File: config.mk
export PLATFORM = sky130hd
export DESIGN_NAME = pc_sequencer_flat
export DESIGN_NICKNAME = d
export VERILOG_FILES = /design/src/rtl/apollo_seq_pkg.sv /design/src/rtl/pc_sequencer_if.sv /design/src/rtl/seq_timeout_counter.sv /design/src/rtl/pc_sequencer.sv /design/src/flat_wrapper.sv
export SDC_FILE = /design/constraint.sdc
export NUM_CORES = 1
export LEC_CHECK = 0
export ABC_AREA = 0
export CAP_MARGIN = 20
export CORE_MARGIN = 5
export CORE_UTILIZATION = 30
export CTS_BUF_LIST = sky130_fd_sc_hd__clkbuf_2 sky130_fd_sc_hd__clkbuf_4 sky130_fd_sc_hd__clkbuf_8
export DETAILED_ROUTE_END_ITERATION = 12
export PLACE_DENSITY = 0.72
export SYNTH_ARGS = -nofsm -noshare
export SYNTH_HDL_FRONTEND = slang
export SYNTH_SLANG_ARGS = --single-unit
File: constraint.sdc
create_clock -name clk -period 1.56 [get_ports clk]
set_clock_uncertainty 0.05 [all_clocks]
set_input_delay 0.234 -clock clk [delete_from_list [all_inputs] [get_ports clk]]
set_output_delay 0.234 -clock clk [all_outputs]
set_load 0.05 [all_outputs]
File: src/rtl/apollo_seq_pkg.sv
// Shared definitions for the PC fetch/execute sequencer.
// State encoding and default widths/vector used by the top and the bench.
package apollo_seq_pkg;

    localparam int unsigned ADDR_W_DEF     = 12;
    localparam int unsigned WORD_W_DEF     = 15;
    localparam logic [11:0] INT_VECTOR_DEF = 12'h800;

    typedef enum logic [2:0] {
        ST_IDLE      = 3'd0,
        ST_FETCH     = 3'd1,
        ST_EXEC      = 3'd2,
        ST_UPDATE    = 3'd3,
        ST_INT_ENTRY = 3'd4,
        ST_FAULT     = 3'd5
    } state_t;

endpackage

File: src/rtl/pc_sequencer_if.sv
// Bundle of PC, instruction-memory, execute-unit and interrupt signals.
// The master modport belongs to the sequencer; slave is its environment.
interface pc_sequencer_if #(
    parameter int unsigned ADDR_W = 12,
    parameter int unsigned WORD_W = 15
);
    logic              run;
    logic [ADDR_W-1:0] pc_addr;
    logic              pc_en;
    logic              pc_load;
    logic [ADDR_W-1:0] pc_load_addr;
    logic              mem_req;
    logic [ADDR_W-1:0] mem_addr;
    logic              mem_ack;
    logic [WORD_W-1:0] mem_rdata;
    logic              instr_valid;
    logic [WORD_W-1:0] instr;
    logic              exec_done;
    logic              branch_taken;
    logic [ADDR_W-1:0] branch_addr;
    logic              irq;
    logic              irq_ack;
    logic              int_resume;
    logic [ADDR_W-1:0] saved_pc;
    logic              halted;
    logic              fault;

    modport master (
        input  run, pc_addr, mem_ack, mem_rdata, exec_done, branch_taken,
               branch_addr, irq, int_resume,
        output pc_en, pc_load, pc_load_addr, mem_req, mem_addr, instr_valid,
               instr, irq_ack, saved_pc, halted, fault
    );

    modport slave (
        output run, pc_addr, mem_ack, mem_rdata, exec_done, branch_taken,
               branch_addr, irq, int_resume,
        input  pc_en, pc_load, pc_load_addr, mem_req, mem_addr, instr_valid,
               instr, irq_ack, saved_pc, halted, fault
    );

endinterface

File: src/rtl/seq_timeout_counter.sv
// Down-counter that expires on the LIMIT-th consecutive enabled cycle.
// Reloaded whenever clear_i is high.
module seq_timeout_counter #(
    parameter int unsigned LIMIT = 15
) (
    input  logic clk,
    input  logic rst_n,
    input  logic clear_i,
    input  logic en_i,
    output logic expire_o
);
    localparam int unsigned      CNT_W = $clog2(LIMIT + 1);
    localparam logic [CNT_W-1:0] LOAD  = CNT_W'(LIMIT - 1);

    logic [CNT_W-1:0] cnt_q, cnt_d;

    always_comb begin
        cnt_d = cnt_q;
        if (clear_i) begin
            cnt_d = LOAD;
        end else if (en_i && (cnt_q != '0)) begin
            cnt_d = cnt_q - CNT_W'(1);
        end
    end

    always_ff @(posedge clk or negedge rst_n) begin
        if (!rst_n) begin
            cnt_q <= LOAD;
        end else begin
            cnt_q <= cnt_d;
        end
    end

    assign expire_o = en_i && (cnt_q == '0);

endmodule

File: src/rtl/pc_sequencer.sv
// Fetch/execute sequencer driving the PC block's increment/load controls.
// One PC update per instruction; interrupts taken only at instruction boundaries.
//
//   state     | meaning
//   IDLE      | halted, waiting for run
//   FETCH     | mem_req at pc_addr, timeout running
//   EXEC      | instruction presented, waiting for exec_done
//   UPDATE    | one-cycle pc_en or branch pc_load
//   INT_ENTRY | save return PC, load interrupt vector
//   FAULT     | fetch timed out, held until reset
module pc_sequencer
    import apollo_seq_pkg::*;
#(
    parameter int unsigned       ADDR_W        = ADDR_W_DEF,
    parameter int unsigned       WORD_W        = WORD_W_DEF,
    parameter int unsigned       FETCH_TIMEOUT = 15,
    parameter logic [ADDR_W-1:0] INT_VECTOR    = ADDR_W'(INT_VECTOR_DEF)
) (
    input  logic           clk,
    input  logic           rst_n,
    pc_sequencer_if.master bus
);
    state_t            state_q, state_d;
    logic [WORD_W-1:0] instr_q, instr_d;
    logic              br_taken_q, br_taken_d;
    logic [ADDR_W-1:0] br_addr_q, br_addr_d;
    logic [ADDR_W-1:0] saved_pc_q, saved_pc_d;
    logic              int_en_q, int_en_d;
    logic              fetch_expire;

    logic              pc_en, pc_load, mem_req, instr_valid, irq_ack;
    logic [ADDR_W-1:0] pc_load_addr;

    seq_timeout_counter #(.LIMIT(FETCH_TIMEOUT)) u_timeout (
        .clk      (clk),
        .rst_n    (rst_n),
        .clear_i  (state_q != ST_FETCH),
        .en_i     (state_q == ST_FETCH),
        .expire_o (fetch_expire)
    );

    always_comb begin
        state_d      = state_q;
        instr_d      = instr_q;
        br_taken_d   = br_taken_q;
        br_addr_d    = br_addr_q;
        saved_pc_d   = saved_pc_q;
        int_en_d     = int_en_q | bus.int_resume;
        pc_en        = 1'b0;
        pc_load      = 1'b0;
        pc_load_addr = '0;
        mem_req      = 1'b0;
        instr_valid  = 1'b0;
        irq_ack      = 1'b0;

        case (state_q)
            ST_IDLE: begin
                if (bus.run) state_d = ST_FETCH;
            end
            ST_FETCH: begin
                mem_req = 1'b1;
                // An ack on the expiring cycle still completes the fetch.
                if (bus.mem_ack) begin
                    instr_d = bus.mem_rdata;
                    state_d = ST_EXEC;
                end else if (fetch_expire) begin
                    state_d = ST_FAULT;
                end
            end
            ST_EXEC: begin
                instr_valid = 1'b1;
                if (bus.exec_done) begin
                    br_taken_d = bus.branch_taken;
                    br_addr_d  = bus.branch_addr;
                    state_d    = ST_UPDATE;
                end
            end
            ST_UPDATE: begin
                if (br_taken_q) begin
                    pc_load      = 1'b1;
                    pc_load_addr = br_addr_q;
                end else begin
                    pc_en = 1'b1;
                end
                if (bus.irq && int_en_q) state_d = ST_INT_ENTRY;
                else if (bus.run)        state_d = ST_FETCH;
                else                     state_d = ST_IDLE;
            end
            ST_INT_ENTRY: begin
                // pc_addr already reflects the UPDATE cycle's increment/load.
                saved_pc_d   = bus.pc_addr;
                pc_load      = 1'b1;
                pc_load_addr = INT_VECTOR;
                irq_ack      = 1'b1;
                int_en_d     = 1'b0;
                state_d      = bus.run ? ST_FETCH : ST_IDLE;
            end
            ST_FAULT: begin
                state_d = ST_FAULT;
            end
            default: state_d = ST_IDLE;
        endcase
    end

    always_ff @(posedge clk or negedge rst_n) begin
        if (!rst_n) begin
            state_q    <= ST_IDLE;
            instr_q    <= '0;
            br_taken_q <= 1'b0;
            br_addr_q  <= '0;
            saved_pc_q <= '0;
            int_en_q   <= 1'b1;
        end else begin
            state_q    <= state_d;
            instr_q    <= instr_d;
            br_taken_q <= br_taken_d;
            br_addr_q  <= br_addr_d;
            saved_pc_q <= saved_pc_d;
            int_en_q   <= int_en_d;
        end
    end

    assign bus.pc_en        = pc_en;
    assign bus.pc_load      = pc_load;
    assign bus.pc_load_addr = pc_load_addr;
    assign bus.mem_req      = mem_req;
    assign bus.mem_addr     = mem_req ? bus.pc_addr : '0;
    assign bus.instr_valid  = instr_valid;
    assign bus.instr        = instr_q;
    assign bus.irq_ack      = irq_ack;
    assign bus.saved_pc     = saved_pc_q;
    assign bus.halted       = (state_q == ST_IDLE);
    assign bus.fault        = (state_q == ST_FAULT);

endmodule

File: src/flat_wrapper.sv
// flat-port wrapper written by rule: the top's interface ports become plain ports
module pc_sequencer_flat import apollo_seq_pkg::*;
#(
    parameter int unsigned       ADDR_W        = ADDR_W_DEF,
    parameter int unsigned       WORD_W        = WORD_W_DEF,
    parameter int unsigned       FETCH_TIMEOUT = 15,
    parameter logic [ADDR_W-1:0] INT_VECTOR    = ADDR_W'(INT_VECTOR_DEF)
)
  (clk, rst_n, bus_run, bus_pc_addr, bus_mem_ack, bus_mem_rdata, bus_exec_done, bus_branch_taken, bus_branch_addr, bus_irq, bus_int_resume, bus_pc_en, bus_pc_load, bus_pc_load_addr, bus_mem_req, bus_mem_addr, bus_instr_valid, bus_instr, bus_irq_ack, bus_saved_pc, bus_halted, bus_fault);
  pc_sequencer_if #(.ADDR_W(ADDR_W), .WORD_W(WORD_W)) bus_i ();
  input  logic clk;
  input  logic rst_n;
  input wire logic [$bits(bus_i.run)-1:0] bus_run;
  input wire logic [$bits(bus_i.pc_addr)-1:0] bus_pc_addr;
  input wire logic [$bits(bus_i.mem_ack)-1:0] bus_mem_ack;
  input wire logic [$bits(bus_i.mem_rdata)-1:0] bus_mem_rdata;
  input wire logic [$bits(bus_i.exec_done)-1:0] bus_exec_done;
  input wire logic [$bits(bus_i.branch_taken)-1:0] bus_branch_taken;
  input wire logic [$bits(bus_i.branch_addr)-1:0] bus_branch_addr;
  input wire logic [$bits(bus_i.irq)-1:0] bus_irq;
  input wire logic [$bits(bus_i.int_resume)-1:0] bus_int_resume;
  output wire logic [$bits(bus_i.pc_en)-1:0] bus_pc_en;
  output wire logic [$bits(bus_i.pc_load)-1:0] bus_pc_load;
  output wire logic [$bits(bus_i.pc_load_addr)-1:0] bus_pc_load_addr;
  output wire logic [$bits(bus_i.mem_req)-1:0] bus_mem_req;
  output wire logic [$bits(bus_i.mem_addr)-1:0] bus_mem_addr;
  output wire logic [$bits(bus_i.instr_valid)-1:0] bus_instr_valid;
  output wire logic [$bits(bus_i.instr)-1:0] bus_instr;
  output wire logic [$bits(bus_i.irq_ack)-1:0] bus_irq_ack;
  output wire logic [$bits(bus_i.saved_pc)-1:0] bus_saved_pc;
  output wire logic [$bits(bus_i.halted)-1:0] bus_halted;
  output wire logic [$bits(bus_i.fault)-1:0] bus_fault;
  assign bus_i.run = bus_run;
  assign bus_i.pc_addr = bus_pc_addr;
  assign bus_i.mem_ack = bus_mem_ack;
  assign bus_i.mem_rdata = bus_mem_rdata;
  assign bus_i.exec_done = bus_exec_done;
  assign bus_i.branch_taken = bus_branch_taken;
  assign bus_i.branch_addr = bus_branch_addr;
  assign bus_i.irq = bus_irq;
  assign bus_i.int_resume = bus_int_resume;
  assign bus_pc_en = bus_i.pc_en;
  assign bus_pc_load = bus_i.pc_load;
  assign bus_pc_load_addr = bus_i.pc_load_addr;
  assign bus_mem_req = bus_i.mem_req;
  assign bus_mem_addr = bus_i.mem_addr;
  assign bus_instr_valid = bus_i.instr_valid;
  assign bus_instr = bus_i.instr;
  assign bus_irq_ack = bus_i.irq_ack;
  assign bus_saved_pc = bus_i.saved_pc;
  assign bus_halted = bus_i.halted;
  assign bus_fault = bus_i.fault;
  pc_sequencer #(.ADDR_W(ADDR_W), .WORD_W(WORD_W), .FETCH_TIMEOUT(FETCH_TIMEOUT), .INT_VECTOR(INT_VECTOR)) u_core (.clk(clk), .rst_n(rst_n), .bus(bus_i));
endmodule
==> results of run 1 <==
==> layout by cell type (no fill, tap or decap), types with 3 or more instances in the layout <==
cell	netlist	final
and2_4	2	27
dfstp_2	4	4
buf_4	1	39
inv_1	4	4
dfrtp_2	0	3
mux2_4	16	34
clkbuf_8	0	6
dfrtp_1	44	41
nor2_4	1	3
nor2_1	5	3
xnor2_1	3	3
clkdlybuf4s50_1	0	45
buf_6	4	8
buf_12	2	35
mux2_2	16	7
nor3_1	4	3
==> per-stage QoR <==
step                setup TNS [ps]  instances  setup slack (ps)  utilization, %
finish                       -8403        397            -250.8           57.59
CTS                          -7991        392            -250.6           55.54
global placement            -443.9        372            -49.45           51.87
global route                -12650        397            -306.9           57.59
detailed placement          -834.6        372            -74.88           51.87
floorplan                    -3963        166            -288.3               -
==> kinds of logic (layout without fill, tap and decap cells) <==
logic type,count (synthesis),count (layout),synth area share [%]
compound gates,9,9,2.842
xor+xnor,3,3,1.148
fa+ha+maj,2,2,1.093
buf+inv,13,143,5.136
flops,48,48,52.68
mux,41,41,22.79
simple gates,50,52,14.32
==> cell usage after synthesis <==
cell type	number
o21bai_1	1
mux2_4	16
dfrtp_1	44
or2_2	1
o21ai_0	2
ha_1	2
and2_4	2
xnor2_1	3
or2_1	1
and3_1	1
a21oi_1	1
nand2b_4	2
clkbuf_2	1
a22o_1	1
nor3b_2	2
o41ai_1	1
buf_6	4
dfstp_2	4
nor2_4	1
a21o_1	1
nor3_1	4
inv_1	4
nand2_1	3
mux2_1	9
and2_1	24
a32oi_1	1
buf_12	2
nor2b_2	1
buf_4	1
nor2b_1	1
nand4_1	1
nor2_2	1
a221oi_1	1
nor2_1	5
buf_2	1
mux2_2	16
==> registers in the layout (all words and copies together) (netlist names) <==
register / flops
u_core.bus.saved_pc: 12
u_core.br_addr_q: 12
u_core.state_q: 3
u_core.br_taken_q: 1
u_core.bus.instr: 15
u_core.int_en_q: 1
u_core.u_timeout.cnt_q: 4
==> layout make-up <==
class / instances / area (um2)
Clock buffer: 8 / 97.59
Timing Repair Buffer: 131 / 1589
Tap cell: 99 / 123.9
Multi-Input combinational cell: 107 / 1186
Sequential cell: 48 / 1210
Inverter: 4 / 15.01
Fill cell: 604 / 3109
==> where the power goes <==
group	internal, W	switching (W)
logic	0.00318	0.00335
clock network	0.000397	0.000399
registers	0.00188	0.000432
==> layer usage <==
metal | up-vias | wire, um | global-route usage, %
met2 | 46 | 3272 | 23.09
li1 | 826 | - | -
met3 | 7 | 293 | 3.518
met5 | - | 0 | 0
met4 | 0 | 66 | 3.195
met1 | 867 | 2616 | 15.93
==> critical path: cells and delay by family (launching register included) <==
family / cells / cell delay, ps
simple gates: 3 / 520
flops: 1 / 450
buf+inv: 2 / 280
==> timing repair <==
action | CTS | global route
pin swaps | 7 | 4
endpoints found under the hold margin | 11 | 0
resized for setup | 25 | 24
setup buffers | 9 | 4
gates cloned | 2 | 1
endpoints found under the setup margin | 48 | 67
hold buffers | 1 | 0
==> how the worst max path moves through the flow <==
stage                            from              endpoint
floorplan           u_core.state_q[1]  u_core.br_addr_q[10]
global placement          bus_mem_ack   u_core.bus.instr[1]
detailed placement        bus_mem_ack   u_core.bus.instr[0]
CTS                 u_core.state_q[1]           bus_pc_load
global route        u_core.state_q[1]           bus_pc_load
finish              u_core.state_q[1]           bus_pc_load
==> flow_summary.toml, run 1 <==
[run_status]
outcome = "complete, but fails checks"
violations = "negative setup slack"

[detailed_routing]
via_count = 1746
vias_per_cell = 4.398
ant_nets = 0
firstDrtPassIters = 3
wirelength_mm = 6.249
drtIter0Drc = 36
drc_errors = 0
avgRoutedWirePerCell_um = 15.74

[min_path]
hold_class = "input pin to asynchronous set/reset pin"

[clock_tree]
clkTransAtPathRegs_ps = 80
worstSkewPairLatency_ps = 300
cts_tree = "yes"
clockBufferDepth = 2
cts.sinks = 48
cts-root-buf = "clkbuf_8"
cts_buffers = 5
htree_levels = 2

[timing]
final_hold_viol_count = 0
finalCritPeriodShare_pct = 116.1
slew_headroom_pct = 79.37
min_period_ps = 1811
whs_ps = 311.8
rsz0062_at_grt = "true"
finalSetupViolations = 68
tightest_slew_ps = 309.4
fin_ws_ps = -250.8
finalMaxSlewViolations = 0
clock.fmax_mhz = 552.2

[setup_path]
critical-path-max-stage-delay_ps = 450
crit_slowest_cell = "dfrtp_2"
reg2reg_slack_ps = -110
cp-end-kind = "output port"
r2r_cells = 4
worstPathCellList = "buf_4 > nor2_2 > and2_4 > or2_4 > buf_12"
rr_startpoint = "u_core.state_q[0]"
rr_endpoint = "u_core.br_addr_q[8]"
critPathKind = "register to output port"
worst-path-max-fanout = 5
startpoint_type = "register"
arrival_ps = 1530
cp.required_ps = 1280

[yosys]
syn_area_um2 = 2290
syn_avg_cell_area_um2 = 13.79
synth-seq-area-share_pct = 52.68
yosysWarnings = 0
synth.top_cells.by_area = "dfrtp_1, mux2_4, mux2_2, and2_1, dfstp_2"
synth_seq_cells = 48
ys_types = 36
yosys.area.top_type_share_pct = 48.09
synthCells = 166
synth_nets = 215
yosysTopAreaCell = "dfrtp_1"

[die]
start_util_pct = 31.23
die-width_um = 97.37
dieArea_um2 = 9480
io_pins = 105
core_um2 = 7331
die_h_um = 97.37
placementRows = 31

[power]
ir_drop_mv = 1.137
power_density_nw_per_um2 = 2283
leakage_nw = 1.903
power_w = 0.009639

[global_route]
globalRouteTotalUtil_pct = 13.13
grt-ovfl-total = 0
grt_start_max_net_pins = 38
antenna_found_initial = 0
grt_pass1_vias = 2005
grt_pass1_wl_mm = 10.19

[place]
placed_cell_area_um2 = 3802
place_congestion = 0.8180
dp_hpwl_mm = 4.429
numPortBuffers = 104

[job]
cap_violations = 0

[layout]
areaGrowthSynthToFinish_pct = 84.37
drive_above_1_share_pct = 62.42
final_cell_area_um2 = 4222
diodes = 0
nets = 346
(Power assumes the default switching activity.)
==> run 2, diff against run 1 <==
--- a/config.mk
+++ b/config.mk
@@ -11,7 +11,8 @@
 export CORE_UTILIZATION = 30
 export CTS_BUF_LIST = sky130_fd_sc_hd__clkbuf_2 sky130_fd_sc_hd__clkbuf_4 sky130_fd_sc_hd__clkbuf_8
 export DETAILED_ROUTE_END_ITERATION = 12
-export PLACE_DENSITY = 0.72
+export DONT_BUFFER_PORTS = 1
+export PLACE_DENSITY = 0.53
 export SYNTH_ARGS = -nofsm -noshare
 export SYNTH_HDL_FRONTEND = slang
 export SYNTH_SLANG_ARGS = --single-unit
==> constraint.sdc (replaced) <==
create_clock -name clk -period 1.6 [get_ports clk]
set_clock_uncertainty 0.05 [all_clocks]
set_input_delay 0.24 -clock clk [delete_from_list [all_inputs] [get_ports clk]]
set_output_delay 0.24 -clock clk [all_outputs]
set_load 0.05 [all_outputs]
==> run 2 against run 1 <==
  * Critical path depth did not move
  * Sequential share of layout area rose by 12 points
  * Global-route usage fell by 1.6 points
  * Critical endpoint is now bus_mem_addr[4]
  * Flip-flop and latch count did not move
  * First-iteration DRC count fell by 69%
  * Core utilization fell by 17 points
  * The flow still finishes with violations (negative setup slack)
  * Wire length fell by 13%
  * Non-clock buffer count fell by 97
  * Register-to-register slack improved by 30 ps
  * Critical path type unchanged
  * Clock-buffer cell count did not move
==> flow_summary.toml, run 2 (synthesis gave the netlist of run 1 again) <==
[global_route]
grt_pass1_wl_mm = 8.666
grt-ovfl-total = 0
grt_start_max_net_pins = 49
grt_pass1_vias = 1572
antenna_found_initial = 0
globalRouteTotalUtil_pct = 11.50

[detailed_routing]
via_count = 1374
ant_nets = 0
vias_per_cell = 4.595
drc_errors = 0
firstDrtPassIters = 2
avgRoutedWirePerCell_um = 18.10
drtIter0Drc = 11
wirelength_mm = 5.413

[layout]
final_cell_mix = "dfrtp_1, and2_4, mux2_4"
largest_reg_flops = 15
drive_above_1_share_pct = 59.50
nets = 248
final_common_cell = "dfrtp_1"
diodes = 0
areaGrowthSynthToFinish_pct = 31.31
nFillCells = 684
multiInputGateArea_um2 = 1096
ff_latch_area_um2 = 1209

[die]
start_util_pct = 31.23
die-width_um = 97.37
die_h_um = 97.37
io_pins = 105
dieArea_um2 = 9480
core_um2 = 7331
placementRows = 31

[timing]
finalSetupViolations = 44
slew_headroom_pct = 66.91
final_hold_viol_count = 0
tightest_slew_ps = 496.3
whs_ps = 22.00
finalMaxSlewViolations = 0
min_period_ps = 1738
finalCritPeriodShare_pct = 108.6
clock.fmax_mhz = 575.4
fin_ws_ps = -137.8
rsz0062_at_grt = "true"

[run_status]
outcome = "complete, but fails checks"
violations = "negative setup slack"

[min_path]
hold_class = "input pin to register"

[setup_path]
cp-end-kind = "output port"
worstPathCellList = "buf_4 > nor2_4 > buf_12 > and2_4 > buf_12"
r2r_cells = 4
critical-path-max-stage-delay_ps = 420
critical_path.most_common_cell = "buf_12"
worstSetupStartpoint = "u_core.state_q[2]"
cp-endpoint = "bus_mem_addr[4]"
rr_startpoint = "u_core.state_q[0]"
reg2reg_slack_ps = -80
crit_slowest_cell = "dfrtp_1"
arrival_ps = 1450
critPathKind = "register to output port"
worst-path-max-fanout = 14
rr_endpoint = "u_core.br_addr_q[4]"
cp.required_ps = 1310
startpoint_type = "register"

[clock_tree]
worstSkewPairLatency_ps = 300
cts.sinks = 48
cts_tree = "yes"
clkTransAtPathRegs_ps = 80
cts_buffers = 5
cts-root-buf = "clkbuf_8"
clockBufferDepth = 2
htree_levels = 2

[place]
place_congestion = 0.7109
numPortBuffers = 0
dp_hpwl_mm = 4.041

[job]
cap_violations = 0
-- run 2: cell type report --
class	instances	share of cell area, %
clock buffers	8	3.246
inverters	4	0.4994
multi-input cells	106	36.45
flip-flops and latches	48	40.20
well taps	99	4.120
repair buffers	34	15.48
-- run 2: stage by stage --
stage | setup WS, ps | area (um2) | std cells | util, % | TNS, ps
5_1_grt | -209.3 | 3007 | 299 | 41.01 | -6697
3_5_place_dp | -25.99 | 2666 | 277 | 36.37 | -238.4
3_3_place_gp | 34.38 | 2666 | 277 | 36.37 | 0
6_report | -137.8 | 3007 | 299 | 41.01 | -4169
2_1_floorplan | -248.3 | 2365 | 166 | - | -3259
4_1_cts | -157.6 | 2974 | 298 | 40.57 | -4476
-- run 2: worst min path at each step --
stage / from / end / slack, ps / cells past startpoint
finish: bus_mem_rdata[9] / u_core.bus.instr[9] / 20 / 1
floorplan: rst_n / u_core.br_addr_q[0] / -110 / 0
global route: bus_mem_rdata[10] / u_core.bus.instr[10] / 5 / 1
detailed placement: rst_n / u_core.br_addr_q[7] / -100 / 0
CTS: bus_mem_rdata[10] / u_core.bus.instr[10] / 10 / 1
global placement: rst_n / u_core.br_addr_q[10] / -100 / 0
-- run 2: repair_timing --
item                                    4_1_cts  5_1_grt
pin swaps                                    19        6
gates cloned                                  2        0
endpoints found under the hold margin        49        0
resized for setup                            27        6
setup buffers                                 8        1
endpoints found under the setup margin       34       56
hold buffers                                  3        0
-- run 2: layer usage --
metal,track usage (%),vias to the layer above,part of all wire (%)
met5,0,-,0
met4,4.153,0,1.6
met3,4.164,6,7.2
met2,21.30,51,55
met1,11.80,692,37
li1,-,625,-
-- run 2: worst max-delay path, delay by kind of cell (launching register included) --
family / cells / cell delay, ps
flops: 1 / 420
buf+inv: 3 / 450
simple gates: 2 / 290
Power of run 2 is not shown: default switching activity piles up to over one toggle a cycle in this logic, so the estimate is an artifact.
